File: config.mk
export PLATFORM = sky130hd
export DESIGN_NAME = sequence_player
export DESIGN_NICKNAME = d
export VERILOG_FILES = /design/src/rtl/sequence_player.sv
export SDC_FILE = /design/constraint.sdc
export NUM_CORES = 1
export LEC_CHECK = 0
export ABC_AREA = 1
export CAP_MARGIN = 20
export CORE_MARGIN = 2
export CORE_UTILIZATION = 30
export CTS_BUF_LIST = sky130_fd_sc_hd__clkbuf_8
export DETAILED_ROUTE_END_ITERATION = 16
export DONT_BUFFER_PORTS = 1
export GPL_ROUTABILITY_DRIVEN = 0
export PLACE_DENSITY = 0.46
export SYNTH_ARGS = -nofsm -noshare
export SYNTH_HDL_FRONTEND = slang
export SYNTH_SLANG_ARGS = --single-unit
File: constraint.sdc
create_clock -name clk -period 2.1 [get_ports clk]
set_input_delay 0.315 -clock clk [delete_from_list [all_inputs] [get_ports clk]]
set_output_delay 0.315 -clock clk [all_outputs]
set_load 0.01 [all_outputs]
File: src/rtl/sequence_player.sv
// rtl/sequence_player.sv - replays the first round_len generator colours on the LEDs
// Walks the generator with start_over/next and blanks the LEDs between colours.

module sequence_player #(
    parameter int ON_CYCLES  = 25_000_000,
    parameter int OFF_CYCLES = 12_500_000,
    parameter int MAX_LEN    = 32,
    parameter int LEN_W      = 6
) (
    input  logic             clk,
    input  logic             reset_n,
    input  logic             play,
    input  logic [LEN_W-1:0] round_len,
    input  logic [3:0]       seq,
    output logic             start_over,
    output logic             next,
    output logic [3:0]       leds,
    output logic             busy,
    output logic             done
);

    localparam int TMAX = (ON_CYCLES > OFF_CYCLES) ? ON_CYCLES : OFF_CYCLES;
    localparam int TW   = (TMAX > 1) ? $clog2(TMAX) : 1;

    typedef enum logic [2:0] {
        IDLE,
        REWIND,
        SETTLE,
        SHOW,
        GAP,
        ADVANCE,
        FINISH
    } state_t;

    state_t           state;
    logic [TW-1:0]    timer;
    logic [LEN_W-1:0] len;
    logic [LEN_W-1:0] step;
    logic [LEN_W-1:0] len_sat;

    assign len_sat = (round_len > LEN_W'(MAX_LEN)) ? LEN_W'(MAX_LEN) : round_len;

    // Outputs are assigned together with the state they belong to, so each
    // output is valid in exactly the cycle its state is resident.
    always_ff @(posedge clk) begin
        if (!reset_n) begin
            state      <= IDLE;
            timer      <= '0;
            len        <= '0;
            step       <= '0;
            start_over <= 1'b0;
            next       <= 1'b0;
            leds       <= 4'b0;
            busy       <= 1'b0;
            done       <= 1'b0;
        end else begin
            start_over <= 1'b0;
            next       <= 1'b0;
            done       <= 1'b0;
            case (state)
                IDLE: begin
                    if (play) begin
                        if (round_len != '0) begin
                            state      <= REWIND;
                            len        <= len_sat;
                            step       <= '0;
                            start_over <= 1'b1;
                            busy       <= 1'b1;
                        end else begin
                            state <= FINISH;
                            done  <= 1'b1;
                        end
                    end
                end
                REWIND: begin
                    state <= SETTLE;
                    leds  <= 4'b0;
                end
                SETTLE: begin
                    // Generator output is stable one cycle after start_over/next.
                    state <= SHOW;
                    leds  <= seq;
                    timer <= TW'(ON_CYCLES - 1);
                end
                SHOW: begin
                    if (timer == '0) begin
                        state <= GAP;
                        leds  <= 4'b0;
                        timer <= TW'(OFF_CYCLES - 1);
                    end else begin
                        timer <= timer - 1'b1;
                    end
                end
                GAP: begin
                    if (timer == '0) begin
                        if (step == len - LEN_W'(1)) begin
                            state <= FINISH;
                            done  <= 1'b1;
                            busy  <= 1'b0;
                        end else begin
                            state <= ADVANCE;
                            next  <= 1'b1;
                            step  <= step + LEN_W'(1);
                        end
                    end else begin
                        timer <= timer - 1'b1;
                    end
                end
                ADVANCE: begin
                    state <= SETTLE;
                end
                FINISH: begin
                    state <= IDLE;
                    busy  <= 1'b0;
                    leds  <= 4'b0;
                end
                default: begin
                    state <= IDLE;
                end
            endcase
        end
    end

endmodule

After elaboration in Yosys (flattened, before gate mapping). Cells that the tools add are included.

Output and inout port bits: 8. Flip-flop bits (word level): 48.

Order comparisons: 1. Mux-type cells: 29. Equality and inequality tests: 14. $add $sub $neg: 3. Reduce and logical (&&, ||, !) cells: 17.

Operators by type and width (count): 25-bit case mux with 3 select lines (1); 25-bit 2-to-1 mux (2); 6-bit 2-to-1 mux (5); 25-bit logical NOT (1); 25-bit by 1-bit subtractor with 25-bit output, second input constant (1); 3-bit case mux with 5 select lines (1); 2-bit != test, second input constant (7); 3-bit 2-to-1 mux (4); 4-bit case mux with 3 select lines (1); 6-bit case mux with 2 select lines (1); 3-bit AND reduction (4); 1-bit 2-to-1 mux (10); 5-bit AND reduction (2); 3-bit == test, second input constant (3); 3-bit nonzero test (3); 6-bit by 1-bit adder with 6-bit output, second input constant (1); 3-bit by 2-bit == test with 1-bit output, second input constant (2); 6-bit == test (1); 6-bit greater-than comparator, second input constant (1); 6-bit nonzero test (1); 6-bit by 1-bit subtractor with 6-bit output, second input constant (1); 4-bit 2-to-1 mux (1); 2-bit AND reduction (2); 2-bit OR reduction (2); 6 further kinds (6).

Depth between registers and ports, before layout. Gate-level depths: netlist of the first run.

Word-level depth: 5. Gate-level depth with buffers: 15.

Worst setup path before layout of the first run. OpenSTA, ideal clock, no wires.

Kind: register to register. Start: reg len[0]. End: reg step[1]. Setup slack: 0.394 ns. Arrival time: 1.594 ns. Buffers on the path: 0. Cell stages (with the launch flop): 12. Clock period less this slack: 1.706 ns. Cells stage by stage: dfxtp_1 > inv_1 > ha_1 > xnor2_1 > nor2_1 > nand3_1 > o21ai_2 > nand2_2 > nand2_4 > nand2_1 > nand2_1 > nor2_1.

Cells in the longest elaborated chain, start to end: 4.

Ends and longest elaborated chain: start: declaration (RTL line 37) `logic [LEN_W-1:0] len;`; start signal: assignment (RTL line 65) `len <= len_sat;`; 6-bit by 1-bit subtractor with 6-bit output (RTL line 96) `if (step == len - LEN_W'(1)) begin`; 6-bit == test (RTL line 96); 2-bit != test (no line); 5-bit AND reduction (no line); end signal: assignment (RTL line 103) `step <= step + LEN_W'(1);`; end: declaration (RTL line 38) `logic [LEN_W-1:0] step;`.

Every way passes these cells. A chain may end at the register's enable or synchronous reset.

Final worst setup path of the first run.
Start: reg timer[0]. End: reg done.

Cells in the longest elaborated chain, start to end: 3.

Ends and longest elaborated chain: start: declaration (RTL line 36) `logic [TW-1:0] timer;`; start signal: assignment (RTL line 83) `timer <= TW'(ON_CYCLES - 1);`; start signal: assignment (RTL line 89) `timer <= TW'(OFF_CYCLES - 1);`; start signal: assignment (RTL line 91) `timer <= timer - 1'b1;`; 25-bit logical NOT (RTL line 95) `if (timer == '0) begin`; 1-bit 2-to-1 mux (RTL line 95); 1-bit case mux with 2 select lines (RTL line 60) `case (state)`; end signal: assignment (RTL line 59) `done <= 1'b0;`; end signal: assignment (RTL line 71) `done <= 1'b1;`; end signal: assignment (RTL line 98) `done <= 1'b1;`; end: declaration (RTL line 19) `output logic done`.

Every way passes these cells.

==> out/qor.txt, run 1 <==
Maximum count of clock buffers along a single path - 2
Number of standard cells after synthesis - 445
Pin count of the biggest net entering global routing - 23
Avg Inst Size Synth - 6.70 µm²
Most common cell after layout, fill and taps aside - nand2_1
P per Cell Area - 1610 nW/µm²
Most prevalent standard cell on the critical path - inv_1
Post-detailed-route wirelength per cell - 13.1 µm
Slowest cell on the critical path - dfxtp_1
Leakage power figure - 1.41 nW
GRT overflow - 0
Critical path required time - 2330 ps
Final wirelength - 7680 µm
Global routing usage summed across all routing layers - 14.6%
Die Wd - 104 µm
H-tree Lvls - 2
Min-Delay Path Class - input port to register
Total number of vias - 2722
Fraction of synthesis flops using an asynchronous set or reset pin - 0%
Highest cell delay on the worst timing path - 330 ps
Sequential fraction of the synthesis area - 32.2%
Max-Slew Margin vs Limit - 41.6%
Num CTS Buffers - 5
Min cycle time layout - 1880 ps
Register bit total from synthesis - 48
Number of buffers added on ports - 0
Final clock period utilization by the worst path - 89.7%
Initial core utilization - 30.7%
Post-synth design cell area - 2980 µm²
Final worst clock skew - 10.3 ps
Number of placement rows - 36
Outcome - finished, final reports clean
Aggregate negative setup slack - 0 ps
Synth Net Count - 461
Hold Violations, Final - 0
Post-synth EDFFs - 0
Number of nets in the finished design - 470
Number of DRC markers after the initial detailed-route iteration - 89
Setup violation total in the final timing report - 0
Most frequent cells in the layout - nand2_1 (106), inv_1 (55), dfxtp_1 (47)
Setup repair after global routing missed its margin - no
Router iterations before antenna repair - 4
Final max-slew violation count - 0
Worst Max-Slew Pin Slew - 876 ps
Kind of end point of the critical path - register
Clock tree from TritonCTS - done
Antenna violations before repair - 0
Number of global-route vias before repair - 2621
First-pass GRT wire length - 12900 µm
Highest ir drop seen on vdd - 619 µV
TritonCTS sink count - 48
Dominant register cell in the synthesized netlist - dfxtp_1
Maximum fanout along the worst path - 4
Hold_ws - 109 ps
Total inserted antenna cells - 0
Cell breakdown of the critical path - inv_1 -> ha_1 -> inv_1 -> nor2_2 -> nand2_1 -> nor3_4 -> nand3_2 -> nor2_1 -> nand3_1 -> a21oi_1
Die Height - 104 µm
Placeable Area - 9730 µm²
Placed wire-length estimate after detailed placement - 5780 µm
Reg2reg path depth - 10
Vias/cell - 4.64
Area enclosed by the die boundary - 10800 µm²
Count of hold-fix buffers inserted at cts - 0
Worst-Skew Late Latency - 300 ps
CTS Root Cell - clkbuf_8
Highest clock frequency the design can meet - 531 MHz
Antenna Violating Nets Remaining - 0
Critical Path Source Type - register
Io pins - 21
Remaining DRCs - 0
Critical Setup Path Class - register to register
Fraction of final layout cells with drive strength greater than 1 - 14.5%
Layout-stage area growth over the synthesis result - 9.56%
Worst hold stages - 2
Maximum capacitance violations - 0
Number of unique standard cell types used by synthesis - 36
Crit path arrival time - 2120 ps
Number of warnings reported in the yosys synthesis log - 0
Post-CTS clock slew at the launch and capture registers of the worst setup and hold paths - 100 ps
## report_power, final
part	total (W)	switching (W)	internal, W
logic	0.00330	0.00216	0.00114
registers	0.00137	0.000239	0.00114
clock network	0.000591	0.000327	0.000264
## state kept, by name (all words and copies together) (netlist names)
register,flops
state,3
busy,1
step,6
len,6
start_over,1
done,1
next,1
leds,4
timer,25
## worst max-delay path, delay by kind of cell (launching register included)
kind / cells / cell delay, ps
flops: 1 / 330
simple gates: 6 / 950
fa+ha+maj: 1 / 240
buf+inv: 2 / 170
compound gates: 1 / 130
## logic make-up after synthesis
kind of cell | after synthesis | share of synthesized area (%)
AND/OR/NAND/NOR | 244 | 40.4
buffers and inverters | 73 | 10.2
AO/OA/AOI/OAI | 60 | 11.0
flip-flops | 48 | 32.2
XOR/XNOR | 17 | 4.99
adder cells (fa/ha/maj) | 3 | 1.26
## final timing paths
kind	start	to	slack [ps]
worst min register to register	timer[0]	timer[0]	470
worst max register to register	timer[0]	done	220
worst max-delay path	timer[0]	done	220
worst min-delay path	reset_n	timer[11]	110
## what timing repair did
item                                    4_1_cts  5_1_grt
endpoints found under the setup margin        0        9
setup buffers                                 0        0
gates resized for setup                       0        2
## per-layer routing
| metal | global-route usage (%) | vias to the layer above | wire (µm) |
|---|---|---|---|
| li1 | - | 1449 | - |
| met1 | 19.0 | 1241 | 3730 |
| met2 | 25.5 | 28 | 3670 |
| met3 | 2.39 | 4 | 220 |
| met4 | 2.99 | 0 | 53 |
| met5 | 0 | - | 0 |
## per-stage QoR
stage	power, W	utilization, %	setup slack, ps	instances	area, µm²
finish	0.00527	33.6	216	587	3270
global route	0.00579	33.6	17.8	587	3270
CTS	0.00532	33.5	77.1	587	3260
detailed placement	0.00469	32.6	109	580	3170
global placement	0.00471	32.6	181	580	3170
floorplan	0.00402	-	394	445	2980
## synthesized netlist by cell type, types with 2 or more instances
cell type | n | share of area [%]
xor2_1 | 12 | 3.5
nand2_1 | 106 | 13
o21ai_1 | 2 | 0.34
inv_1 | 55 | 6.9
nor3_1 | 5 | 0.84
nand3b_1 | 3 | 0.75
clkbuf_1 | 3 | 0.38
nor2_2 | 8 | 1.7
o21ai_2 | 2 | 0.59
ha_1 | 3 | 1.3
nand3_1 | 39 | 6.5
buf_6 | 2 | 0.75
buf_4 | 3 | 0.75
inv_2 | 8 | 1.0
nor2_4 | 4 | 1.5
a31oi_1 | 6 | 1.3
nand2_4 | 6 | 2.3
o211ai_1 | 3 | 0.75
nand2_2 | 9 | 1.9
nand4_1 | 9 | 1.9
o21ai_0 | 16 | 2.7
xnor2_1 | 5 | 1.5
nand3_2 | 5 | 1.7
nor2_1 | 44 | 5.5
a21oi_1 | 29 | 4.9
dfxtp_1 | 48 | 32
## layout make-up
| class | instances | area (µm²) |
|---|---|---|
| Fill cell | 1107 | 6460 |
| Multi-Input combinational cell | 324 | 1720 |
| Sequential cell | 48 | 962 |
| Inverter | 64 | 241 |
| Tap cell | 133 | 166 |
| Clock buffer | 6 | 82.6 |
| Timing Repair Buffer | 11 | 82.6 |
| Clock inverter | 1 | 8.76 |
(Power assumes the default switching activity.)
==> run 2, diff against run 1 <==
--- a/config.mk
+++ b/config.mk
@@ -7,7 +7,6 @@
 export LEC_CHECK = 0
 export ABC_AREA = 1
 export CAP_MARGIN = 20
-export CORE_MARGIN = 2
 export CORE_UTILIZATION = 30
 export CTS_BUF_LIST = sky130_fd_sc_hd__clkbuf_8
 export DETAILED_ROUTE_END_ITERATION = 16
==> run 2 against run 1 <==
Effect of this change:
- via count grew 0.37%
- largest power group unchanged
- cell count shrank 0.17%
- first-iteration DRC count grew 18%
- final area shrank 0.54%
- fmax grew 0.25%
- clock skew grew 4.4 ps
- highest routed layer unchanged
- power shrank 0.73%
- worst setup slack gained 4.7 ps
- hold slack gained 0.81 ps
- sequential power is essentially flat
==> out/qor.txt, run 2 (synthesis results as in run 1) <==
Reg-to-reg slack, setup - 220 ps (about the same)
Number of nets in the finished design - 468 (-0.43%)
Num CTS Buffers - 5 (unchanged)
Remaining DRCs - 0 (unchanged)
Cell breakdown of the critical path - inv_1 -> ha_1 -> xnor2_1 -> nor2_1 -> nand3_1 -> o21ai_2 -> nand2_2 -> nand2_4 -> nand2_1 -> a21oi_1
Final clock period utilization by the worst path - 89.5% (-0.22 points)
Max-Slew Margin vs Limit - 54.1% (+13 points)
Maximum count of clock buffers along a single path - 2 (unchanged)
Worst slack at placement - 143 ps (+34.2 ps)
Aggregate negative setup slack - 0 ps (unchanged)
Post-cts gate resize count - 0 (unchanged)
GRT overflow - 0 (unchanged)
Critical Setup Path Class - register to register
Placed wire-length estimate after detailed placement - 5690 µm (-1.6%)
Area enclosed by the die boundary - 10300 µm² (-3.8%)
Number of buffers added for setup after CTS - 0 (unchanged)
TritonCTS sink count - 48 (unchanged)
Placeable Area - 9680 µm² (-0.46%)
Antenna Violating Nets Remaining - 0 (unchanged)
Total number of vias - 2732 (+0.37%)
Setup violation total in the final timing report - 0 (unchanged)
Setup repair after global routing missed its margin - no
Layout-stage area growth over the synthesis result - 8.98%
Hold EP - timer[19]
Fraction of final layout cells with drive strength greater than 1 - 14.1% (-0.41 points)
Pin count of the biggest net entering global routing - 22 (-4.3%)
H-tree Lvls - 2 (unchanged)
Router iterations before antenna repair - 4 (unchanged)
P per Cell Area - 1610 nW/µm² (-0.19%)
Vias/cell - 4.66 (+0.54%)
First-pass GRT wire length - 12400 µm (-3.4%)
Worst reg2reg startpoint - len[0]
Family with the most delay on the worst path - simple AND/OR/NAND/NOR gates
Maximum fanout along the worst path - 7 (+3)
Top register by number of flip-flops - timer
Registers with the most flip-flops - timer x25, len x6, step x6
Kind of end point of the critical path - register
Final wirelength - 7450 µm (-2.9%)
Capturing point of the worst reg2reg path - step[4]
Startpoint of the tightest hold check path - reset_n
Number of DRC markers after the initial detailed-route iteration - 105 (+18%)
Largest register FFs - 25 (unchanged)
Highest ir drop seen on vdd - 583 µV (-5.7%)
CP bufs+invs - 1 (-1)
Most common cell after layout, fill and taps aside - nand2_1
Number of buffers added on ports - 0 (unchanged)
Slowest cell on the critical path - dfxtp_1
Hold Violations, Final - 0 (unchanged)
Total inserted antenna cells - 0 (unchanged)
Count of hold-fix buffers inserted at cts - 0 (unchanged)
Die Height - 102 µm (-1.9%)
Worst Max-Slew Pin Slew - 688 ps (-187 ps)
Post-detailed-route wirelength per cell - 12.7 µm (-2.8%)
Number of placement rows - 36 (unchanged)
Fill count - 1074 (-3.0%)
Post-CTS clock slew at the launch and capture registers of the worst setup and hold paths - 100 ps (about the same)
Maximum capacitance violations - 0 (unchanged)
Io pins - 21 (unchanged)
Leakage power figure - 1.40 nW (-0.57%)
Highest clock frequency the design can meet - 532 MHz (+0.25%)
Reg2reg path depth - 10 (unchanged)
CTS Root Cell - clkbuf_8
Critical Path Source Type - register
Clock tree from TritonCTS - done
Crit path arrival time - 2110 ps (about the same)
Die Wd - 102 µm (-1.9%)
Worst hold stages - 2 (unchanged)
Antenna violations before repair - 0 (unchanged)
Global routing usage summed across all routing layers - 15.5% (+0.94 points)
Final max-slew violation count - 0 (unchanged)
Outcome - finished, final reports clean
Min-Delay Path Class - input port to register
Final WS setup - 220 ps (+4.71 ps)
Final worst clock skew - 14.7 ps (+4.44 ps)
Min cycle time layout - 1880 ps (-4.71 ps)
Highest cell delay on the worst timing path - 430 ps (+100 ps)
Worst-Skew Late Latency - 300 ps (about the same)
Total power consumption of the routed design - 0.00523 W (-0.73%)
Number of global-route vias before repair - 2572 (-1.9%)
Final core area utilization - 33.6% (about the same)
Initial core utilization - 30.8% (+0.14 points)
Critical path required time - 2330 ps (about the same)
Most frequent cells in the layout - nand2_1 (105), inv_1 (57), dfxtp_1 (48)
[run 2: worst register-to-register path, cell delays in order, from the launching register on]
cell	delay (ps)
dfxtp_1	430
inv_1	100
ha_1	330
xnor2_1	130
nor2_1	100
nand3_1	120
o21ai_2	170
nand2_2	140
nand2_4	120
nand2_1	50
a21oi_1	120
[run 2: worst max-delay path by stage]
stage           endpoint  depth (start not counted)  startpoint  slack [ps]
2_1_floorplan    step[1]                         11      len[0]         390
3_3_place_gp   timer[16]                         13    timer[0]         190
3_5_place_dp   timer[16]                         13    timer[0]         140
4_1_cts        timer[16]                         13    timer[0]         120
5_1_grt             done                         10    timer[0]          40
6_report         step[4]                         10      len[0]         220
[run 2: routing by layer]
layer,vias up,share of wire (%),global-route usage [%]
met1,1248,49,20.3
met5,-,0,0
met2,33,47,26.8
met3,4,2.9,2.62
li1,1447,-,-
met4,0,0.42,3.01
[run 2: cell type report]
cell class,count,area [µm²],area share [%]
clock buffer,5,68.8,2.12
tap,133,166,5.12
clock inverter,3,16.3,0.500
timing repair buffer,9,67.6,2.08
inverter,64,241,7.43
sequential,48,961,29.6
multi-input combinational,324,1730,53.2
[run 2: per-stage QoR]
stage | hold slack [ps] | area [µm²] | cells
after floorplan | 431 | 2980 | 445
after global placement | 427 | 3160 | 578
after detailed placement | 427 | 3160 | 578
after CTS | 97.9 | 3240 | 586
after global routing | 103 | 3250 | 586
final | 110 | 3250 | 586
[run 2: power by group]
part | leakage (nW) | switching, W | internal, W
combinational | 0.958 | 0.00215 | 0.00114
clock | 0.0507 | 0.000339 | 0.000230
sequential | 0.391 | 0.000235 | 0.00113
